$ cat src/rtl/dmem_arbiter.sv
// Two-requester arbiter for the single-port data memory: CPU MEM stage has priority,
// a starvation counter force-grants the host, and a lock handshake gives the host exclusive use.
module dmem_arbiter #(
    parameter int AW            = 8,
    parameter int DW            = 64,
    parameter int HOST_MAX_WAIT = 4
) (
    input  logic          clk,
    input  logic          reset,
    input  logic          cpu_req,
    input  logic          cpu_we,
    input  logic [AW-1:0] cpu_addr,
    input  logic [DW-1:0] cpu_wdata,
    output logic          cpu_stall,
    output logic [DW-1:0] cpu_rdata,
    output logic          cpu_rvalid,
    input  logic          host_req,
    input  logic          host_we,
    input  logic [AW-1:0] host_addr,
    input  logic [DW-1:0] host_wdata,
    output logic          host_gnt,
    output logic [DW-1:0] host_rdata,
    output logic          host_rvalid,
    input  logic          host_lock,
    output logic          host_lock_ack,
    output logic          mem_en,
    output logic          mem_we,
    output logic [AW-1:0] mem_addr,
    output logic [DW-1:0] mem_wdata,
    input  logic [DW-1:0] mem_rdata,
    output logic [1:0]    o_dbg_state
);

    typedef enum logic [1:0] {
        ST_RUN    = 2'd0,
        ST_DRAIN  = 2'd1,
        ST_LOCKED = 2'd2
    } state_t;

    localparam logic [3:0] MAX_WAIT = 4'(HOST_MAX_WAIT);

    state_t     r_state;
    state_t     w_state_next;
    logic [3:0] r_wait;
    logic [3:0] w_wait_next;
    logic       r_cpu_rvalid;
    logic       r_host_rvalid;
    logic       w_cpu_gnt;
    logic       w_host_gnt;

    always_ff @(posedge clk) begin
        if (reset) begin
            r_state       <= ST_RUN;
            r_wait        <= 4'd0;
            r_cpu_rvalid  <= 1'b0;
            r_host_rvalid <= 1'b0;
        end else begin
            r_state       <= w_state_next;
            r_wait        <= w_wait_next;
            r_cpu_rvalid  <= w_cpu_gnt & ~cpu_we;
            r_host_rvalid <= w_host_gnt & ~host_we;
        end
    end

    // A request is accepted in the cycle its grant is high (CPU: cpu_stall low);
    // otherwise the requester must hold its request and operands unchanged.
    always_comb begin
        w_cpu_gnt  = 1'b0;
        w_host_gnt = 1'b0;
        if (!reset) begin
            unique case (r_state)
                ST_RUN: begin
                    if (cpu_req) begin
                        if ((r_wait == MAX_WAIT) && host_req) w_host_gnt = 1'b1;
                        else                                  w_cpu_gnt  = 1'b1;
                    end else begin
                        w_host_gnt = host_req;
                    end
                end
                ST_LOCKED: w_host_gnt = host_req;
                default: ;
            endcase
        end
    end

    always_comb begin
        w_state_next = r_state;
        unique case (r_state)
            ST_RUN:    w_state_next = host_lock ? ST_DRAIN  : ST_RUN;
            ST_DRAIN:  w_state_next = host_lock ? ST_LOCKED : ST_RUN;
            ST_LOCKED: w_state_next = host_lock ? ST_LOCKED : ST_RUN;
            default:   w_state_next = ST_RUN;
        endcase
    end

    // The counter only measures starvation under arbitration; DRAIN freezes it.
    always_comb begin
        w_wait_next = r_wait;
        if (r_state == ST_RUN) begin
            if (host_req && !w_host_gnt)
                w_wait_next = (r_wait == MAX_WAIT) ? r_wait : r_wait + 4'd1;
            else
                w_wait_next = 4'd0;
        end else if (w_state_next == ST_LOCKED) begin
            w_wait_next = 4'd0;
        end
    end

    always_comb begin
        mem_en    = w_cpu_gnt | w_host_gnt;
        mem_we    = 1'b0;
        mem_addr  = '0;
        mem_wdata = '0;
        if (w_cpu_gnt) begin
            mem_we    = cpu_we;
            mem_addr  = cpu_addr;
            mem_wdata = cpu_wdata;
        end else if (w_host_gnt) begin
            mem_we    = host_we;
            mem_addr  = host_addr;
            mem_wdata = host_wdata;
        end
    end

    assign cpu_stall     = ~reset & cpu_req & ~w_cpu_gnt;
    assign host_gnt      = w_host_gnt;
    assign cpu_rdata     = mem_rdata;
    assign host_rdata    = mem_rdata;
    assign cpu_rvalid    = r_cpu_rvalid & ~reset;
    assign host_rvalid   = r_host_rvalid & ~reset;
    assign host_lock_ack = (r_state == ST_LOCKED) & ~reset;
    assign o_dbg_state   = r_state;

endmodule

$ cat config.mk
export PLATFORM = sky130hd
export DESIGN_NAME = dmem_arbiter
export DESIGN_NICKNAME = d
export VERILOG_FILES = /design/src/rtl/dmem_arbiter.sv
export SDC_FILE = /design/constraint.sdc
export NUM_CORES = 1
export LEC_CHECK = 0
export BUFFER_PORTS_ARGS = -buffer_cell sky130_fd_sc_hd__buf_4
export CELL_PAD_IN_SITES_DETAIL_PLACEMENT = 0
export CELL_PAD_IN_SITES_GLOBAL_PLACEMENT = 2
export CORE_AREA = 5 5 160 162
export DETAILED_ROUTE_END_ITERATION = 16
export DIE_AREA = 0 0 165 167
export PLACE_DENSITY_LB_ADDON = 0.1
export SLEW_MARGIN = 10
export SYNTH_ARGS = -nofsm -noshare
export SYNTH_HDL_FRONTEND = slang
export SYNTH_SLANG_ARGS = --single-unit
export TNS_END_PERCENT = 1
$ cat constraint.sdc
create_clock -name clk -period 3.4 [get_ports clk]
set_input_delay 0.34 -clock clk [delete_from_list [all_inputs] [get_ports clk]]
set_output_delay 0.34 -clock clk [all_outputs]
set_load 0.01 [all_outputs]
==> results.cfg, run 1 <==
[cells_and_area]
instances_no_fill = 686
areaGrowthSynthToFinish_pct = 50.8
final_nets = 584
stdcell_area_um2 = 3470
drive_above_1_share_pct = 83.1
fin_util_pct = 14.5
antennaDiodeCount = 0
fill_cells = 2782

[global_routing]
grt_start_max_net_pins = 76
grt_antenna_before_repair = 0
grt_pass1_wl_um = 16600
grt_remaining_overflow = 0
track_usage_pct = 7.95
grt_pass1_vias = 2408

[synthesis]
synth_fp_nets = 490
synth-edff-count = 0
synth_most_common_cell = buf_4
yosysUniqueCellTypes = 32
syn-cell-area_um2 = 2300
synthCells = 270
synth_top_area_share_pct = 41.8
synthFlopType = dfxtp_1
ys_seq_area_share_pct = 6.96
ys_top_cells_by_area = buf_4 (42%), a22o_2 (25%), dfxtp_1 (7.0%)
async_reset_ff_share_pct = 0
syn_area_per_cell_um2 = 8.52
synth_warnings = 0
ys_seq_elements = 8
yosysTopAreaCell = buf_4
yosys-top-cells-count = buf_4 (128), a22o_2 (58), a22o_1 (15), dfxtp_1 (8)

[floorplanning]
core_area_um2 = 24000
die_w_um = 165
fp.dieArea_um2 = 27600
die_h_um = 167
pin_count = 424
rows = 57
start_util_pct = 9.60

[place]
dp_cells = 683
gp_congestion = 0.740
postPlaceCellArea_um2 = 3390
hpwl_um = 10300
place_ws_ps = 1040
port_buffers = 231

[pwr]
finalPower_mw = 0.707
vdd_drop_max_mv = 0.119
cellPowerDensity_nw_per_um2 = 204
leakagePower_nw = 1.72

[detailed_routing]
drt_first_pass_iters = 4
wirelength_um = 12100
drc = 0
viasPerCell = 3.28
dr.first_iter.drc_count = 92
ant_nets = 0
wire_per_inst_um = 17.6
vias = 2248

[timing]
holdWs_ps = 275
worst_slack_ps = 875
fin_crit_ps = 2530
tightest_slew_ps = 533
skew_ps = 2.00
tns_ps = 0
finalSetupViolCount = 0
fmax_mhz = 396
period_share_pct = 74.3
rsz0062_at_grt = false
hold_viol_final = 0
drv_slew = 0
relSlewSlack_pct = 64.2

[setup_path]
required_ps = 3060
worstSetupEndpointType = output pin
crit_path_max_fanout = 43
crit_type = reg -> out
startpoint_type = flop
crit_arrival_ps = 2190

[cts]
cts_buffers = 3
post_cts_buffers = 0
cts-root-buf = clkbuf_16
cts_resized = 0
ctsHoldBuffers = 0
htree_levels = 1
clock_path_buffers = 2
cts_tree = built
clk_latency_ps = 230
cts_sinks = 8
cts.reportedPaths.clkPinSlew_ps = 40

[status]
status = complete, no violations

[run]
drv_cap = 0

[hold_path]
hp-class = in -> reg
final cells by class:
class / count / area (um^2) / share of cell area, %
clock buffer: 3 / 75.1 / 2.16
inverter: 7 / 26.3 / 0.758
multi-input combinational: 110 / 1030 / 29.8
sequential: 8 / 160 / 4.62
tap: 324 / 405 / 11.7
timing repair buffer: 234 / 1770 / 51.0
report_power, final:
group / internal, mW / switching, mW
registers: 0.0972 / 0.00180
clock network: 0.152 / 0.0451
logic: 0.249 / 0.162
total: 0.498 / 0.209
layer usage:
layer,track usage [%],routed length [um]
met4,3.73,558
met3,2.87,1500
met5,0,0
met2,15.2,6420
met1,7.34,3610
sequential cells by signal, summed over array words and instances, names as in the netlist:
name           cells
o_dbg_state        2
r_cpu_rvalid       1
r_host_rvalid      1
r_wait             4
worst max-delay path, cell delays in order (launching register included):
cell and delay (ps):
dfxtp_1 310, inv_1 80, ha_1 330, nor2_1 130, a311oi_4 220, buf_4 460, a22o_2 240, buf_4 130
worst paths after layout:
| check | startpoint | to | slack (ps) | depth (start not counted) |
|---|---|---|---|---|
| setup / recovery | o_dbg_state[0] | mem_wdata[47] | 870 | 7 |
| hold / removal | host_we | r_host_rvalid | 270 | 2 |
| setup reg to reg | r_wait[0] | r_cpu_rvalid | 1830 | 6 |
| hold reg to reg | r_wait[1] | r_wait[1] | 530 | 1 |
layout by cell type, fill, tap and decap left out, types with 3 or more instances in the layout:
cell type / netlist / layout
nor2b_1: 5 / 5
a22o_1: 15 / 15
inv_1: 7 / 7
nor2_1: 4 / 4
clkbuf_16: 0 / 3
nand2_1: 3 / 3
ha_1: 5 / 5
dfxtp_1: 8 / 8
buf_4: 128 / 233
a22o_2: 58 / 58
cell families after synthesis:
kind of cell               after synthesis  share of synthesized area (%)
adders and majority gates                5                           2.72
AOI/OAI and AO/OA                       80                           34.4
buffers and inverters                  152                           48.2
muxes                                    1                          0.490
and+or+nand+nor                         23                           6.86
xor gates and xnor gates                 1                          0.381
DFF                                      8                           6.96
Note: power is estimated with default switching activity, not from simulation.
==> run 2, diff against run 1 <==
CORE_AREA = 5 5 163 165   (was 5 5 160 162)
DIE_AREA = 0 0 168 170   (was 0 0 165 167)
clock period = 2.5 ns   (was 3.4 ns; I/O delays follow)
==> run 2 against run 1 <==
Global-route usage shrank 0.56 points. Highest routed layer unchanged. Critical path depth unchanged. First-iteration DRC count fell by 6.5%. Sequential power up 36%. Non-clock buffer count is 1 higher. Clock power increased by 40%. Die area is 3.6% higher. Final cell count increased by 1.0%. Core utilization down 0.37 points. Critical path type unchanged. Clock-buffer cell count unchanged.
==> results.cfg, run 2 (synthesized netlist as in run 1, its figures left out) <==
[cts]
cts_tree = built
clock_path_buffers = 2
cts_buffers = 3
cts.reportedPaths.clkPinSlew_ps = 40
cts-root-buf = clkbuf_16
ctsHoldBuffers = 0
cts_sinks = 8
htree_levels = 1
post_cts_buffers = 0
clk_latency_ps = 240

[global_routing]
grtUsageMet1_pct = 7.84
grt_start_max_net_pins = 44
grt_pass1_vias = 2340
met3_usage_pct = 2.44
grt_busiest_layer = met2
grt_remaining_overflow = 0
track_usage_pct = 7.39
grt_pass1_wl_um = 16200
use_met2_pct = 13.5
grt_antenna_before_repair = 0

[cells_and_area]
drive_above_1_share_pct = 83.5
final_nets = 585
fin_util_pct = 14.1
areaGrowthSynthToFinish_pct = 52.6
antennaDiodeCount = 0
final_cell_mix = buf_4 (231), a22o_2 (58), a22o_1 (15)
largest_reg_flops = 4
largest-register = r_wait
final_common_cell = buf_4

[floorplanning]
die_w_um = 168
fp.dieArea_um2 = 28600
core_area_um2 = 24900
pin_count = 424
start_util_pct = 9.24
die_h_um = 170
rows = 58

[detailed_routing]
wirelength_um = 12000
drc = 0
drt_first_pass_iters = 4
vias = 2247
ant_nets = 0
dr.first_iter.drc_count = 86
viasPerCell = 3.24
wire_per_inst_um = 17.4

[hold_path]
min_to = r_host_rvalid
min-delay-start = host_we
holdPathStages = 2
hp-class = in -> reg

[setup_path]
rr_endpoint = r_wait[1]
worstSetupEndpointType = output pin
crit_path_max_fanout = 43
worstRegToRegCells = 5
crit_arrival_ps = 2030
crit_type = reg -> out
required_ps = 2250
ff2ff_setup_slack_ps = 1030
startpoint_type = flop
reg2reg_from = o_dbg_state[0]

[timing]
skew_ps = 7.10
tns_ps = 0
drv_slew = 0
relSlewSlack_pct = 65.6
period_share_pct = 91.1
rsz0062_at_grt = false
tightest_slew_ps = 513
fmax_mhz = 439
finalSetupViolCount = 0
hold_viol_final = 0
fin_crit_ps = 2280

[place]
hpwl_um = 10200
gp_congestion = 0.765
port_buffers = 231

[status]
status = complete, no violations

[run]
drv_cap = 0

[pwr]
vdd_drop_max_mv = 0.153
leakagePower_nw = 1.73
cellPowerDensity_nw_per_um2 = 279
run 2: worst max-delay path by stage:
stage                         from            end  slack [ps]  cells past startpoint
floorplan           o_dbg_state[0]   mem_wdata[0]         620                      7
global placement    o_dbg_state[0]  mem_wdata[18]         200                      6
detailed placement  o_dbg_state[0]  mem_wdata[10]         220                      6
CTS                 o_dbg_state[0]  mem_wdata[10]          20                      7
global route             r_wait[0]   mem_wdata[6]          90                      7
finish                   r_wait[0]  mem_wdata[48]         220                      7
run 2: metrics by stage:
step                instance area [um^2]  std cells  total power [mW]  hold slack, ps  worst slack [ps]
CTS                                 3500        693             0.998             187              18.0
global placement                    3420        690             0.720             428               199
global route                        3510        693              1.04             195              86.1
detailed placement                  3420        690             0.715             434               222
finish                              3510        693             0.979             181               222
floorplan                           2300        270             0.562             322               616
run 2: worst max-delay path: stages, from the launching register on:
cell and delay (ps):
dfxtp_1 320, inv_1 90, ha_1 220, nand3b_4 130, a311oi_4 390, buf_12 270
a22o_2 210, buf_4 130
run 2: report_power, final:
group | switching, mW | internal, mW | leakage [nW]
registers | 0.00277 | 0.132 | 0.0651
clock network | 0.0690 | 0.207 | 0.0370
logic | 0.223 | 0.345 | 1.63
run 2: what timing repair did:
action	4_1_cts	5_1_grt
pin swaps	0	0
resized for setup	1	3
endpoints found under the setup margin	27	29
gates cloned	0	0
run 2: area by class of cell:
type / instances / area, um^2
Clock buffer: 3 / 75.1
Fill cell: 2861 / 21400
Inverter: 7 / 26.3
Multi-Input combinational cell: 110 / 1040
Sequential cell: 8 / 160
Tap cell: 330 / 413
Timing Repair Buffer: 235 / 1800
run 2: metal layers:
layer	vias up	wire length [um]
met5	-	0
met4	0	446
met3	56	1200
met2	139	6270
met1	1026	4120
li1	1026	-
==> run 3, diff against run 2 <==
ABC_AREA = 1   (was default)
CORE_AREA = default   (was 5 5 163 165)
CORE_MARGIN = 5   (was default)
CORE_UTILIZATION = 12   (was default)
DIE_AREA = default   (was 0 0 168 170)
==> run 3 against run 2 <==
Clock-buffer cell count is the same. Fmax shrank 1.2%. Flip-flop and latch count is the same. Via count grew 32%. Global-route usage grew 0.88 points. Die area shrank 4.3%. Largest power group unchanged. Worst hold slack gained 23 ps. Worst setup slack lost 28 ps. Power grew 8.4%. Clock skew shrank 4.9 ps. Critical path depth grew 3. Area after synthesis grew 26%.
==> results.cfg, run 3 <==
[cts]
cts.reportedPaths.clkPinSlew_ps = 40
clock_path_buffers = 2
cts_resized = 0
ctsHoldBuffers = 0
cts_buffers = 3
clk_latency_ps = 230
htree_levels = 1
cts_tree = built
post_cts_buffers = 0
cts-root-buf = clkbuf_16
cts_sinks = 8

[global_routing]
grt_antenna_before_repair = 0
track_usage_pct = 8.27
grt_pass1_vias = 3080
grt_pass1_wl_um = 17900
grt_remaining_overflow = 0
grt_start_max_net_pins = 75

[pwr]
swShare_pct = 36.3
pwr-share-clk_pct = 25.6
leakagePower_nw = 2.14
seqPwrFrac_pct = 13.6
power_frac_comb_pct = 60.8
cellPowerDensity_nw_per_um2 = 265
vdd_drop_max_mv = 0.155
switchingPower_mw = 0.385
p_int_mw = 0.675
finalPower_mw = 1.06

[synthesis]
synthFlopType = dfxtp_1
synth_warnings = 0
synth_xor_area_share_pct = 0.302
syn-cell-area_um2 = 2900
synth_fp_nets = 670
synthSimpleGateAreaFrac_pct = 47.3
ys_seq_elements = 8
synth_most_common_cell = nand2_1
async_reset_ff_share_pct = 0
yosys.area_share.adder_pct = 2.16
synth_top_family_by_area = simple AND/OR/NAND/NOR gates
synth-edff-count = 0
syn_area_per_cell_um2 = 6.44
synth_top_area_share_pct = 35.5
synthCells = 450
yosysTopAreaCell = buf_4
synth-compound-area-share_pct = 0.518
yosysUniqueCellTypes = 22
synth.area.mux_share_pct = 0
ys_seq_area_share_pct = 5.53
yosys-top-cells-count = nand2_1 (159), buf_4 (137), nand3_2 (50), nand3_1 (29), nor2_1 (17)
ys_top_cells_by_area = buf_4 (36%), nand2_1 (21%), nand3_2 (17%)

[detailed_routing]
viasPerCell = 3.46
route.met2.wl_um = 6170
m1WireLength_um = 4550
wirelength_um = 12600
met3_length_um = 1660
vias = 2962
wire_per_inst_um = 14.7
drc = 0
top_layer = met4
ant_nets = 0
drt_first_pass_iters = 4
dr.first_iter.drc_count = 112

[setup_path]
crit_path_max_fanout = 33
crit_type = reg -> out
crit_arrival_ps = 2060
required_ps = 2250
startpoint_type = flop
ff2ff_setup_slack_ps = 920
worstSetupEndpointType = output pin

[timing]
tightest_slew_ps = 498
worst_slack_ps = 194
holdWs_ps = 203
skew_ps = 2.22
fin_crit_ps = 2310
finalSetupViolCount = 0
period_share_pct = 92.2
drv_slew = 0
rsz0062_at_grt = false
tns_ps = 0
fmax_mhz = 434
relSlewSlack_pct = 66.8
hold_viol_final = 0

[run]
drv_cap = 0

[cells_and_area]
largest-register = r_wait
drive_above_1_share_pct = 55.5
final_nets = 759
final_cell_mix = buf_4 (234), nand2_1 (159), nand3_2 (50)
largest_reg_flops = 4
final_common_cell = buf_4
areaGrowthSynthToFinish_pct = 38.1
fill_cells = 2758
antennaDiodeCount = 0

[place]
place_ws_ps = 246
gp_congestion = 0.728
hpwl_um = 10100
port_buffers = 231

[floorplanning]
die_w_um = 165
pin_count = 424
start_util_pct = 12.3
rows = 56
die_h_um = 165
core_area_um2 = 23600
fp.dieArea_um2 = 27300

[hold_path]
hp-class = in -> reg

[status]
status = complete, no violations
run 3: final cells by class:
cell class	instances	area, um^2	share of cell area, %
Tap cell	319	399	9.97
Sequential cell	8	160	4.00
Clock buffer	3	75.1	1.88
Timing Repair Buffer	238	1840	45.9
Inverter	15	61.3	1.53
Multi-Input combinational cell	273	1470	36.7
run 3: path summary, 6_finish.rpt:
path	from	to	cells after the start
worst max-delay path	o_dbg_state[0]	mem_wdata[23]	10
worst min-delay path	host_we	r_host_rvalid	2
worst max register to register	r_wait[0]	r_cpu_rvalid	6
worst min register to register	r_wait[3]	r_wait[3]	2
run 3: per-stage QoR:
step           instance area [um^2]  instances  utilization (%)
2_1_floorplan                  2900        450                -
3_3_place_gp                   3920        853             16.6
3_5_place_dp                   3920        853             16.6
4_1_cts                        4000        856             16.9
5_1_grt                        4000        856             16.9
6_report                       4000        856             16.9
run 3: kinds of logic after synthesis:
family | after synthesis
simple gates | 264
buf+inv | 169
flops | 8
fa+ha+maj | 5
compound gates | 3
xor+xnor | 1
run 3: power groups by stage:
| stage | combinational (mW) | clock (mW) | sequential, mW |
|---|---|---|---|
| global route | 0.712 | 0.290 | 0.146 |
| floorplan | 0.495 | 0 | 0.145 |
| CTS | 0.663 | 0.281 | 0.145 |
| global placement | 0.672 | 0 | 0.146 |
| detailed placement | 0.662 | 0 | 0.147 |
| finish | 0.645 | 0.271 | 0.144 |
run 3: worst max-delay path, stage by stage, from the launching register on:
cell	delay [ps]
dfxtp_1	320
inv_1	80
ha_2	260
nand4_1	120
nand2_1	110
nand2_4	100
inv_6	220
buf_12	240
nand3_2	80
nand2_1	130
buf_4	140
run 3: routing by layer:
| metal | vias up | global-route usage (%) |
|---|---|---|
| li1 | 1457 | - |
| met1 | 1290 | 9.34 |
| met2 | 184 | 14.6 |
| met3 | 31 | 3.57 |
| met4 | 0 | 1.57 |
| met5 | - | 0 |
